$ cat config.mk
export PLATFORM = sky130hd
export DESIGN_NAME = ysyx_22040237_seq_flat
export DESIGN_NICKNAME = d
export VERILOG_FILES = /design/src/rtl/ysyx_22040237_seq_if.sv /design/src/rtl/ysyx_22040237_seq.sv /design/src/flat_wrapper.sv
export SDC_FILE = /design/constraint.sdc
export NUM_CORES = 1
export LEC_CHECK = 0
export BUFFER_PORTS_ARGS = -buffer_cell sky130_fd_sc_hd__buf_4
export CAP_MARGIN = 20
export CORE_ASPECT_RATIO = 0.7
export CORE_UTILIZATION = 55
export DETAILED_ROUTE_END_ITERATION = 8
export PLACE_DENSITY = 0.8
export SLEW_MARGIN = 20
export SYNTH_ARGS = -nofsm -noshare
export SYNTH_HDL_FRONTEND = slang
export SYNTH_SLANG_ARGS = --single-unit
export TNS_END_PERCENT = 20
$ cat constraint.sdc
create_clock -name clk -period 4.65 [get_ports clk]
set_clock_uncertainty 0.2 [all_clocks]
set_input_delay 0.93 -clock clk [delete_from_list [all_inputs] [get_ports clk]]
set_output_delay 0.93 -clock clk [all_outputs]
set_load 0.02 [all_outputs]
$ cat src/rtl/ysyx_22040237_seq_if.sv
`default_nettype none
// ============================================================================
// Module      : ysyx_22040237_seq_if
// Description : Instruction-memory fetch channel between the sequencer and
//               the instruction memory. The request half uses a valid/ready
//               handshake. The response half is valid-only, so the memory
//               must hold the data until the sequencer samples it.
//   imem_req_valid : fetch request valid          (sequencer -> memory)
//   imem_req_addr  : fetch address                (sequencer -> memory)
//   imem_req_ready : memory accepts the request   (memory -> sequencer)
//   imem_rsp_valid : response data valid          (memory -> sequencer)
//   imem_rsp_data  : fetched instruction word     (memory -> sequencer)
// Revision    : 1.0 - initial release
// ============================================================================
interface ysyx_22040237_seq_if;
    logic        imem_req_valid;
    logic [31:0] imem_req_addr;
    logic        imem_req_ready;
    logic        imem_rsp_valid;
    logic [31:0] imem_rsp_data;

    modport master (
        output imem_req_valid,
        output imem_req_addr,
        input  imem_req_ready,
        input  imem_rsp_valid,
        input  imem_rsp_data
    );

    modport slave (
        input  imem_req_valid,
        input  imem_req_addr,
        output imem_req_ready,
        output imem_rsp_valid,
        output imem_rsp_data
    );
endinterface
`default_nettype wire

$ cat src/rtl/ysyx_22040237_seq.sv
`default_nettype none
// ============================================================================
// Module      : ysyx_22040237_seq
// Description : Multi-cycle sequencer. It owns the PC and fetches over the
//               imem channel. It steps each instruction through the
//               sequence DECODE -> EXEC -> WB, and gates the EX stage and the
//               register-file write.
//               It halts on ebreak. It raises a sticky error on a fetch
//               timeout or on a misaligned jump target.
//               It keeps 64-bit cycle and retired-instruction counters.
// Ports       : clk, rst        - clock, synchronous active-high reset
//               imem            - fetch channel (master side)
//               pc, inst        - in-flight PC and latched instruction
//               inst_ebreak     - decoder ebreak flag (sampled in DECODE)
//               jump_en/target  - EXU next-PC override (sampled in EXEC)
//               ex_en, wb_en    - EX capture strobe, regfile write qualifier
//               halt, err       - sticky terminal status
//               cycle_cnt       - cycle counter
//               instret_cnt     - retired-instruction counter
// Revision    : 1.0 - initial release
// ============================================================================
module ysyx_22040237_seq #(
    parameter logic [31:0] RESET_PC      = 32'h8000_0000,
    parameter int          FETCH_TIMEOUT = 255
) (
    input  wire logic                 clk,
    input  wire logic                 rst,
    ysyx_22040237_seq_if.master       imem,
    output logic [31:0]               pc,
    output logic [31:0]               inst,
    input  wire logic                 inst_ebreak,
    input  wire logic                 jump_en,
    input  wire logic [31:0]          jump_target,
    output logic                      ex_en,
    output logic                      wb_en,
    output logic                      halt,
    output logic                      err,
    output logic [63:0]               cycle_cnt,
    output logic [63:0]               instret_cnt
);

    localparam logic [31:0] NOP_INST    = 32'h0000_0013;
    localparam logic [15:0] TIMEOUT_LIM = 16'(FETCH_TIMEOUT);

    typedef enum logic [2:0] {
        FETCH_REQ  = 3'd0,
        FETCH_WAIT = 3'd1,
        DECODE     = 3'd2,
        EXEC       = 3'd3,
        WB         = 3'd4,
        HALT       = 3'd5,
        ERR        = 3'd6
    } state_t;

    state_t      state;
    state_t      state_nxt;
    logic [31:0] npc;
    logic [15:0] to_cnt;
    logic [15:0] to_cnt_inc;
    logic        bad_target;

    // The counter holds the number of completed empty wait cycles. Reaching
    // the limit on the incremented value makes the error edge the one that
    // ends the FETCH_TIMEOUT-th empty cycle.
    assign to_cnt_inc = to_cnt + 16'd1;
    assign bad_target = jump_en && (jump_target[1:0] != 2'b00);

    always_ff @(posedge clk) begin
        if (rst) begin
            state <= FETCH_REQ;
        end else begin
            state <= state_nxt;
        end
    end

    always_comb begin
        state_nxt = state;
        case (state)
            FETCH_REQ: begin
                if (imem.imem_req_ready) begin
                    state_nxt = FETCH_WAIT;
                end
            end
            FETCH_WAIT: begin
                // A response in the final allowed cycle takes priority over the timeout.
                if (imem.imem_rsp_valid) begin
                    state_nxt = DECODE;
                end else if (to_cnt_inc == TIMEOUT_LIM) begin
                    state_nxt = ERR;
                end
            end
            DECODE:  state_nxt = inst_ebreak ? HALT : EXEC;
            EXEC:    state_nxt = bad_target ? ERR : WB;
            WB:      state_nxt = FETCH_REQ;
            default: state_nxt = state;
        endcase
    end

    always_ff @(posedge clk) begin
        if (rst) begin
            pc          <= RESET_PC;
            inst        <= NOP_INST;
            npc         <= RESET_PC;
            to_cnt      <= 16'd0;
            cycle_cnt   <= 64'd0;
            instret_cnt <= 64'd0;
        end else begin
            if (state != HALT && state != ERR) begin
                cycle_cnt <= cycle_cnt + 64'd1;
            end
            case (state)
                FETCH_REQ: begin
                    if (imem.imem_req_ready) begin
                        to_cnt <= 16'd0;
                    end
                end
                FETCH_WAIT: begin
                    if (imem.imem_rsp_valid) begin
                        inst <= imem.imem_rsp_data;
                    end else begin
                        to_cnt <= to_cnt_inc;
                    end
                end
                DECODE: begin
                    // ebreak retires here because it never reaches WB.
                    if (inst_ebreak) begin
                        instret_cnt <= instret_cnt + 64'd1;
                    end
                end
                EXEC: begin
                    npc <= jump_en ? jump_target : pc + 32'd4;
                end
                WB: begin
                    pc          <= npc;
                    instret_cnt <= instret_cnt + 64'd1;
                end
                default: begin
                end
            endcase
        end
    end

    // All strobes and status flags decode from the state register only.
    assign imem.imem_req_valid = (state == FETCH_REQ);
    assign imem.imem_req_addr  = pc;
    assign ex_en               = (state == EXEC);
    assign wb_en               = (state == WB);
    assign halt                = (state == HALT);
    assign err                 = (state == ERR);

endmodule
`default_nettype wire

$ cat src/flat_wrapper.sv
// flat-port wrapper written by rule: the top's interface ports become plain ports
module ysyx_22040237_seq_flat 
#(
    parameter logic [31:0] RESET_PC      = 32'h8000_0000,
    parameter int          FETCH_TIMEOUT = 255
)
  (clk, rst, pc, inst, inst_ebreak, jump_en, jump_target, ex_en, wb_en, halt, err, cycle_cnt, instret_cnt, imem_imem_req_valid, imem_imem_req_addr, imem_imem_req_ready, imem_imem_rsp_valid, imem_imem_rsp_data);
  ysyx_22040237_seq_if imem_i ();
  input  wire logic clk;
  input  wire logic rst;
  output logic [31:0] pc;
  output logic [31:0] inst;
  input  wire logic inst_ebreak;
  input  wire logic jump_en;
  input  wire logic [31:0] jump_target;
  output logic ex_en;
  output logic wb_en;
  output logic halt;
  output logic err;
  output logic [63:0] cycle_cnt;
  output logic [63:0] instret_cnt;
  output wire logic [$bits(imem_i.imem_req_valid)-1:0] imem_imem_req_valid;
  output wire logic [$bits(imem_i.imem_req_addr)-1:0] imem_imem_req_addr;
  input wire logic [$bits(imem_i.imem_req_ready)-1:0] imem_imem_req_ready;
  input wire logic [$bits(imem_i.imem_rsp_valid)-1:0] imem_imem_rsp_valid;
  input wire logic [$bits(imem_i.imem_rsp_data)-1:0] imem_imem_rsp_data;
  assign imem_imem_req_valid = imem_i.imem_req_valid;
  assign imem_imem_req_addr = imem_i.imem_req_addr;
  assign imem_i.imem_req_ready = imem_imem_req_ready;
  assign imem_i.imem_rsp_valid = imem_imem_rsp_valid;
  assign imem_i.imem_rsp_data = imem_imem_rsp_data;
  ysyx_22040237_seq #(.RESET_PC(RESET_PC), .FETCH_TIMEOUT(FETCH_TIMEOUT)) u_core (.clk(clk), .rst(rst), .imem(imem_i), .pc(pc), .inst(inst), .inst_ebreak(inst_ebreak), .jump_en(jump_en), .jump_target(jump_target), .ex_en(ex_en), .wb_en(wb_en), .halt(halt), .err(err), .cycle_cnt(cycle_cnt), .instret_cnt(instret_cnt));
endmodule
# --- After elaboration in Yosys (flattened, before gate mapping) ---
# Index checks and enable logic that the tools add are counted.
classes:
  addsub: 4
  n_eq_ne: 13
  muxes: 12
  reduce_logical: 11
ops:
  columns: ["cell", "n"]
  rows:
  - ["$add 64x1->64 const B", 2]
  - ["$pmux 64 s2", 1]
  - ["$mux 64", 1]
  - ["$add 32x3->32 const B", 1]
  - ["$mux 16", 2]
  - ["$mux 32", 1]
  - ["$pmux 16 s2", 1]
  - ["$add 16x1->16 const B", 1]
  - ["$eq 16x8->1 const B", 1]
  - ["$pmux 3 s5", 1]
  - ["$mux 3", 4]
  - ["$eq 3x3->1 const B", 3]
  - ["$eq 3x2->1 const B", 2]
  - ["$ne 3x3->1 const B", 2]
  - ["$reduce_and 3->1", 2]
  - ["$reduce_bool 2->1", 3]
  - ["$reduce_bool 5->1", 1]
  - ["$ne 2x2->1 const B", 2]
  - ["$reduce_and 2->1", 2]
  - ["$eq 3x1->1 const B", 1]
  - ["$logic_not 3->1", 1]
  - ["$ne 3x2->1 const B", 1]
  - ["$logic_and 1x1->1", 2]
  - ["$mux 2", 1]
  - ["$ne 2x1->1 const B", 1]
totals:
  reg_bits: 243
  inputBits: 70
  out_inout_bits: 229

# --- Longest topological paths before layout ---
logic_depth:
  word_depth: 5
  depth_mapped: 9
  ltp_nobuf: 7

# --- Least setup slack after synthesis ---
# OpenSTA, ideal clock, no wires.
synth_path:
  path_kind: "reg2out"
  startpoint: "reg u_core.state[2]"
  endpoint: "out ex_en"
  arrival_ns: 1.564
  path_slack_ns: 1.956
  stages_incl_launch_ff: 7
  n_path_buf: 3
  cell_sequence: "dfxtp_1 -> buf_2 -> nor2b_1 -> nand2_1 -> inv_1 -> clkbuf_1 -> buf_1"
synth_via:
  elab_chain_len: 1
synth_lines:
  columns: ["item", "line", "text"]
  rows:
  - ["start, declared", "ysyx_22040237_seq.sv:55", "state_t state;"]
  - ["start signal, assigned", "ysyx_22040237_seq.sv:72", "state <= state_nxt;"]
  - ["$eq 3x2->1", "ysyx_22040237_seq.sv:146", "assign ex_en = (state == EXEC);"]
  - ["end, declared", "flat_wrapper.sv:16", "output logic ex_en;"]
# No other way between the ends.

# --- Worst setup path in the final report ---
layout_path:
  startpoint: "reg u_core.state[1]"
  endpoint: "reg u_core.cycle_cnt[58]"
layout_via:
  elab_chain_len: 2
  elab_cells_between_ends: 3
layout_lines:
  columns: ["item", "line", "text"]
  rows:
  - ["$ne 3x3->1", "ysyx_22040237_seq.sv:108", "if (state != HALT && state != ERR) begin"]
  - ["$logic_and 1x1->1 *", "ysyx_22040237_seq.sv:108", null]
  - ["end signal, assigned", "ysyx_22040237_seq.sv:109", "cycle_cnt <= cycle_cnt + 64'd1;"]
  - ["end, declared", "ysyx_22040237_seq.sv:38", "output logic [63:0] cycle_cnt,"]
# Mark *: on every way between the ends. The rest lies on a longest branch, timed or not.
# A chain may end at the register's enable or synchronous reset.

==> impl_metrics.py <==
metrics = {
    "outcome": {
        "status": "finished, final reports clean",
    },
    "logic_synthesis": {
        "synth_edf_count": 0,
        "synth_top_cell_by_area": "dfxtp_1",
        "syn_area_per_cell_um2": 7.82,
        "yosysSeqAreaShare_pct": 42.2,
        "ys_warn_count": 0,
        "synth_fp_nets": 1550,
        "synthAdderAreaFrac_pct": 0.542,
        "ys.flop_type": "dfxtp_1",
        "synthSimpleGateAreaFrac_pct": 30.0,
        "synth-compound-area-share_pct": 10.3,
        "synth_top_family_by_area": "simple AND/OR/NAND/NOR gates",
        "async_reset_ff_share_pct": 0,
        "netlist_instances": 1475,
        "synth-xor-area-share_pct": 10.7,
        "yosys-top-cells-area": "dfxtp_1, nand2_1, xnor2_1",
        "syn_area_um2": 11500,
        "synth_top_area_share_pct": 42.2,
        "muxShareOfSynthArea_pct": 0.434,
        "synth-seq-cells": 243,
        "synth_cell_types": 57,
    },
    "global_routing": {
        "grt_overflow": 0,
        "grt_max_degree": 80,
        "track_usage_pct": 28.6,
        "grt_pass1_wl_um": 50500,
        "antenna_found_initial": 0,
        "grt_pass1_vias": 9978,
    },
    "routing": {
        "drc": 0,
        "first_pass_iters": 5,
        "wl_um": 31900,
        "drt_iter0_drc": 978,
        "ant_nets": 0,
        "num_vias": 11068,
        "viasPerCell": 5.59,
        "avgRoutedWirePerCell_um": 16.1,
    },
    "hold_path": {
        "min_path_type": "reg -> reg",
        "holdPathEnd": "u_core.imem.imem_req_addr[9]",
        "min_from": "u_core.npc[9]",
        "hold_depth": 2,
    },
    "final_layout": {
        "nets": 1770,
        "nFillCells": 1627,
        "drive_gt1_share_pct": 21.0,
        "antennaDiodeCount": 0,
        "synthToLayoutAreaGrowth_pct": 24.4,
        "regArea_um2": 4860,
        "multi_input_area_um2": 6010,
    },
    "timing": {
        "min_period_ns": 3.53,
        "slew_violations": 0,
        "hold_viol": 0,
        "post-route-period-util_pct": 75.9,
        "max_clock_freq_mhz": 283,
        "setup_viol": 0,
        "worst_pin_slew_ns": 1.05,
        "max_slew_margin_pct": 30.1,
        "rsz0062_at_grt": "no",
        "setup_tns_ns": 0,
        "timing.final.ws_setup_ns": 1.12,
    },
    "setup_path": {
        "r2r_cells": 6,
        "cpPeakStageDelay_ns": 0.90,
        "r2r_end": "u_core.cycle_cnt[58]",
        "crit_type": "reg -> reg",
        "worstReg2RegStart": "u_core.state[1]",
        "cp_top_family": "simple AND/OR/NAND/NOR gates",
        "arrival_ns": 3.70,
        "critPathBufInv": 0,
        "reg2reg_slack_ns": 1.12,
        "cp.required_ns": 4.82,
        "crit_slowest_cell": "nand3_1",
        "critPathMaxFanout": 24,
        "crit_chain": "xor2_1, a211oi_2, nand3_1, nor4_1, xnor2_1, nor2_1",
        "cp-start-kind": "register",
        "worst_setup_path_end_kind": "register",
    },
    "floorplanning": {
        "ios": 299,
        "die_x_um": 175,
        "start_util_pct": 57.2,
        "core_area_um2": 20200,
        "dieArea_um2": 21600,
        "rows": 43,
        "die_h_um": 123,
    },
    "pwr": {
        "powerDensity_nw_per_um2": 292,
        "comb_power_share_pct": 6.9,
        "intPower_w": 0.00320,
        "switching_share_pct": 23.7,
        "ir_drop_mv": 0.268,
        "power.leakage_nw": 5.46,
        "p_seq_share_pct": 50.8,
        "pwr-share-clk_pct": 42.2,
        "switching_power_w": 0.000996,
    },
    "clocking": {
        "cts_sinks": 243,
        "clk_latency_ns": 0.52,
        "hold_buffers": 0,
        "cts_buffers": 23,
        "cts-root-buf": "clkbuf_16",
        "cts_buffer_depth": 3,
        "h-tree-depth": 1,
        "cts_resized": 0,
        "postCtsSetupRepairBufs": 0,
        "path_clk_slew_ns": 0.07,
        "tritoncts": "built",
    },
    "place": {
        "gp_congestion": 0.889,
        "place_ws_ns": 1.17,
        "io_buffers": 298,
        "hpwlAfterDp_um": 22300,
    },
    "run": {
        "drv_cap": 0,
    },
}
==> tightest hold or removal path: cells and delay by family, from the launching register on <==
kind            cells  cell delay [ns]
flops               1             0.31
simple gates        1             0.05
compound gates      1             0.05
==> flip-flops by register name, indices dropped and copies added (netlist names) <==
signal                     flops
u_core.cycle_cnt              64
u_core.instret_cnt            64
u_core.imem.imem_req_addr     32
u_core.inst                   32
u_core.npc                    32
u_core.to_cnt                 16
u_core.state                   3
==> worst max path at each step <==
| stage | cells after the start | startpoint | slack [ns] | end |
|---|---|---|---|---|
| floorplan | 6 | u_core.state[2] | 1.96 | ex_en |
| global placement | 6 | u_core.state[1] | 1.36 | u_core.cycle_cnt[58] |
| detailed placement | 6 | u_core.state[0] | 1.17 | u_core.cycle_cnt[58] |
| CTS | 3 | u_core.state[2] | 0.99 | wb_en |
| global route | 6 | u_core.state[1] | 0.74 | u_core.cycle_cnt[58] |
| finish | 6 | u_core.state[1] | 1.12 | u_core.cycle_cnt[58] |
==> synthesized netlist by cell type, types with 2 or more instances <==
cell,n
dfxtp_1,243
o21a_1,3
a21oi_1,108
xnor2_1,90
nor2b_1,5
a211o_1,3
a311oi_1,3
nand2b_1,3
buf_4,32
nand4_1,50
xor2_1,51
and3b_1,2
nor2_1,161
a22oi_1,4
ha_1,5
o21ai_0,45
or3_1,19
buf_2,11
a211oi_1,9
and2_1,14
and3_1,29
nand2_1,269
clkbuf_1,64
o21ai_1,2
buf_1,7
nor4_2,4
a31oi_1,20
nor4_1,18
nand3b_1,3
and4_1,19
o31a_1,2
nand3_1,70
nor3_1,52
or4_1,2
inv_1,27
mux2i_1,5
==> logic make-up (layout without fill, tap and decap cells) <==
logic type	count (synthesis)	count (layout)
simple gates	730	730
flops	243	243
compound gates	209	209
buf+inv	142	376
xor+xnor	141	141
fa+ha+maj	5	5
mux	5	5
==> cell usage in the layout, fill, tap and decap left out, types with 20 or more instances in the layout <==
| cell | count |
|---|---|
| a21oi_1 | 108 |
| a31oi_1 | 20 |
| and3_1 | 29 |
| buf_4 | 308 |
| clkbuf_16 | 23 |
| dfxtp_1 | 243 |
| inv_1 | 26 |
| nand2_1 | 269 |
| nand3_1 | 70 |
| nand4_1 | 50 |
| nor2_1 | 161 |
| nor3_1 | 51 |
| o21ai_0 | 45 |
| xnor2_1 | 90 |
| xor2_1 | 51 |
==> per-layer routing <==
layer	wire length, um	track usage, %
met5	0	0
met4	886	8.42
met3	2100	4.24
met2	14400	46.2
met1	14500	39.6
==> per-stage QoR <==
| stage | cell area, um2 | power, W | hold WS, ns | cells | utilization (%) |
|---|---|---|---|---|---|
| 2_1_floorplan | 11500 | 0.00234 | 0.232 | 1475 | - |
| 3_3_place_gp | 13600 | 0.00246 | 0.237 | 1939 | 67.6 |
| 3_5_place_dp | 13600 | 0.00247 | 0.243 | 1939 | 67.6 |
| 4_1_cts | 14300 | 0.00421 | 0.252 | 1978 | 71.0 |
| 5_1_grt | 14400 | 0.00433 | 0.262 | 1979 | 71.1 |
| 6_report | 14400 | 0.00420 | 0.250 | 1979 | 71.1 |
==> power by group through the flow <==
stage	clock network [W]	registers [W]	logic, W
5_1_grt	0.00188	0.00214	0.000317
2_1_floorplan	0	0.00219	0.000145
3_5_place_dp	0	0.00218	0.000286
3_3_place_gp	0	0.00218	0.000282
4_1_cts	0.00179	0.00213	0.000287
6_report	0.00177	0.00213	0.000291
==> final cells by class <==
| type | instances | share of cell area (%) |
|---|---|---|
| Clock buffer | 30 | 4.26 |
| Sequential cell | 243 | 33.9 |
| Inverter | 27 | 0.706 |
| Timing Repair Buffer | 310 | 16.4 |
| Tap cell | 270 | 2.35 |
| Multi-Input combinational cell | 1090 | 41.9 |
| Clock inverter | 9 | 0.549 |
Note: power is estimated with default switching activity, not from simulation.
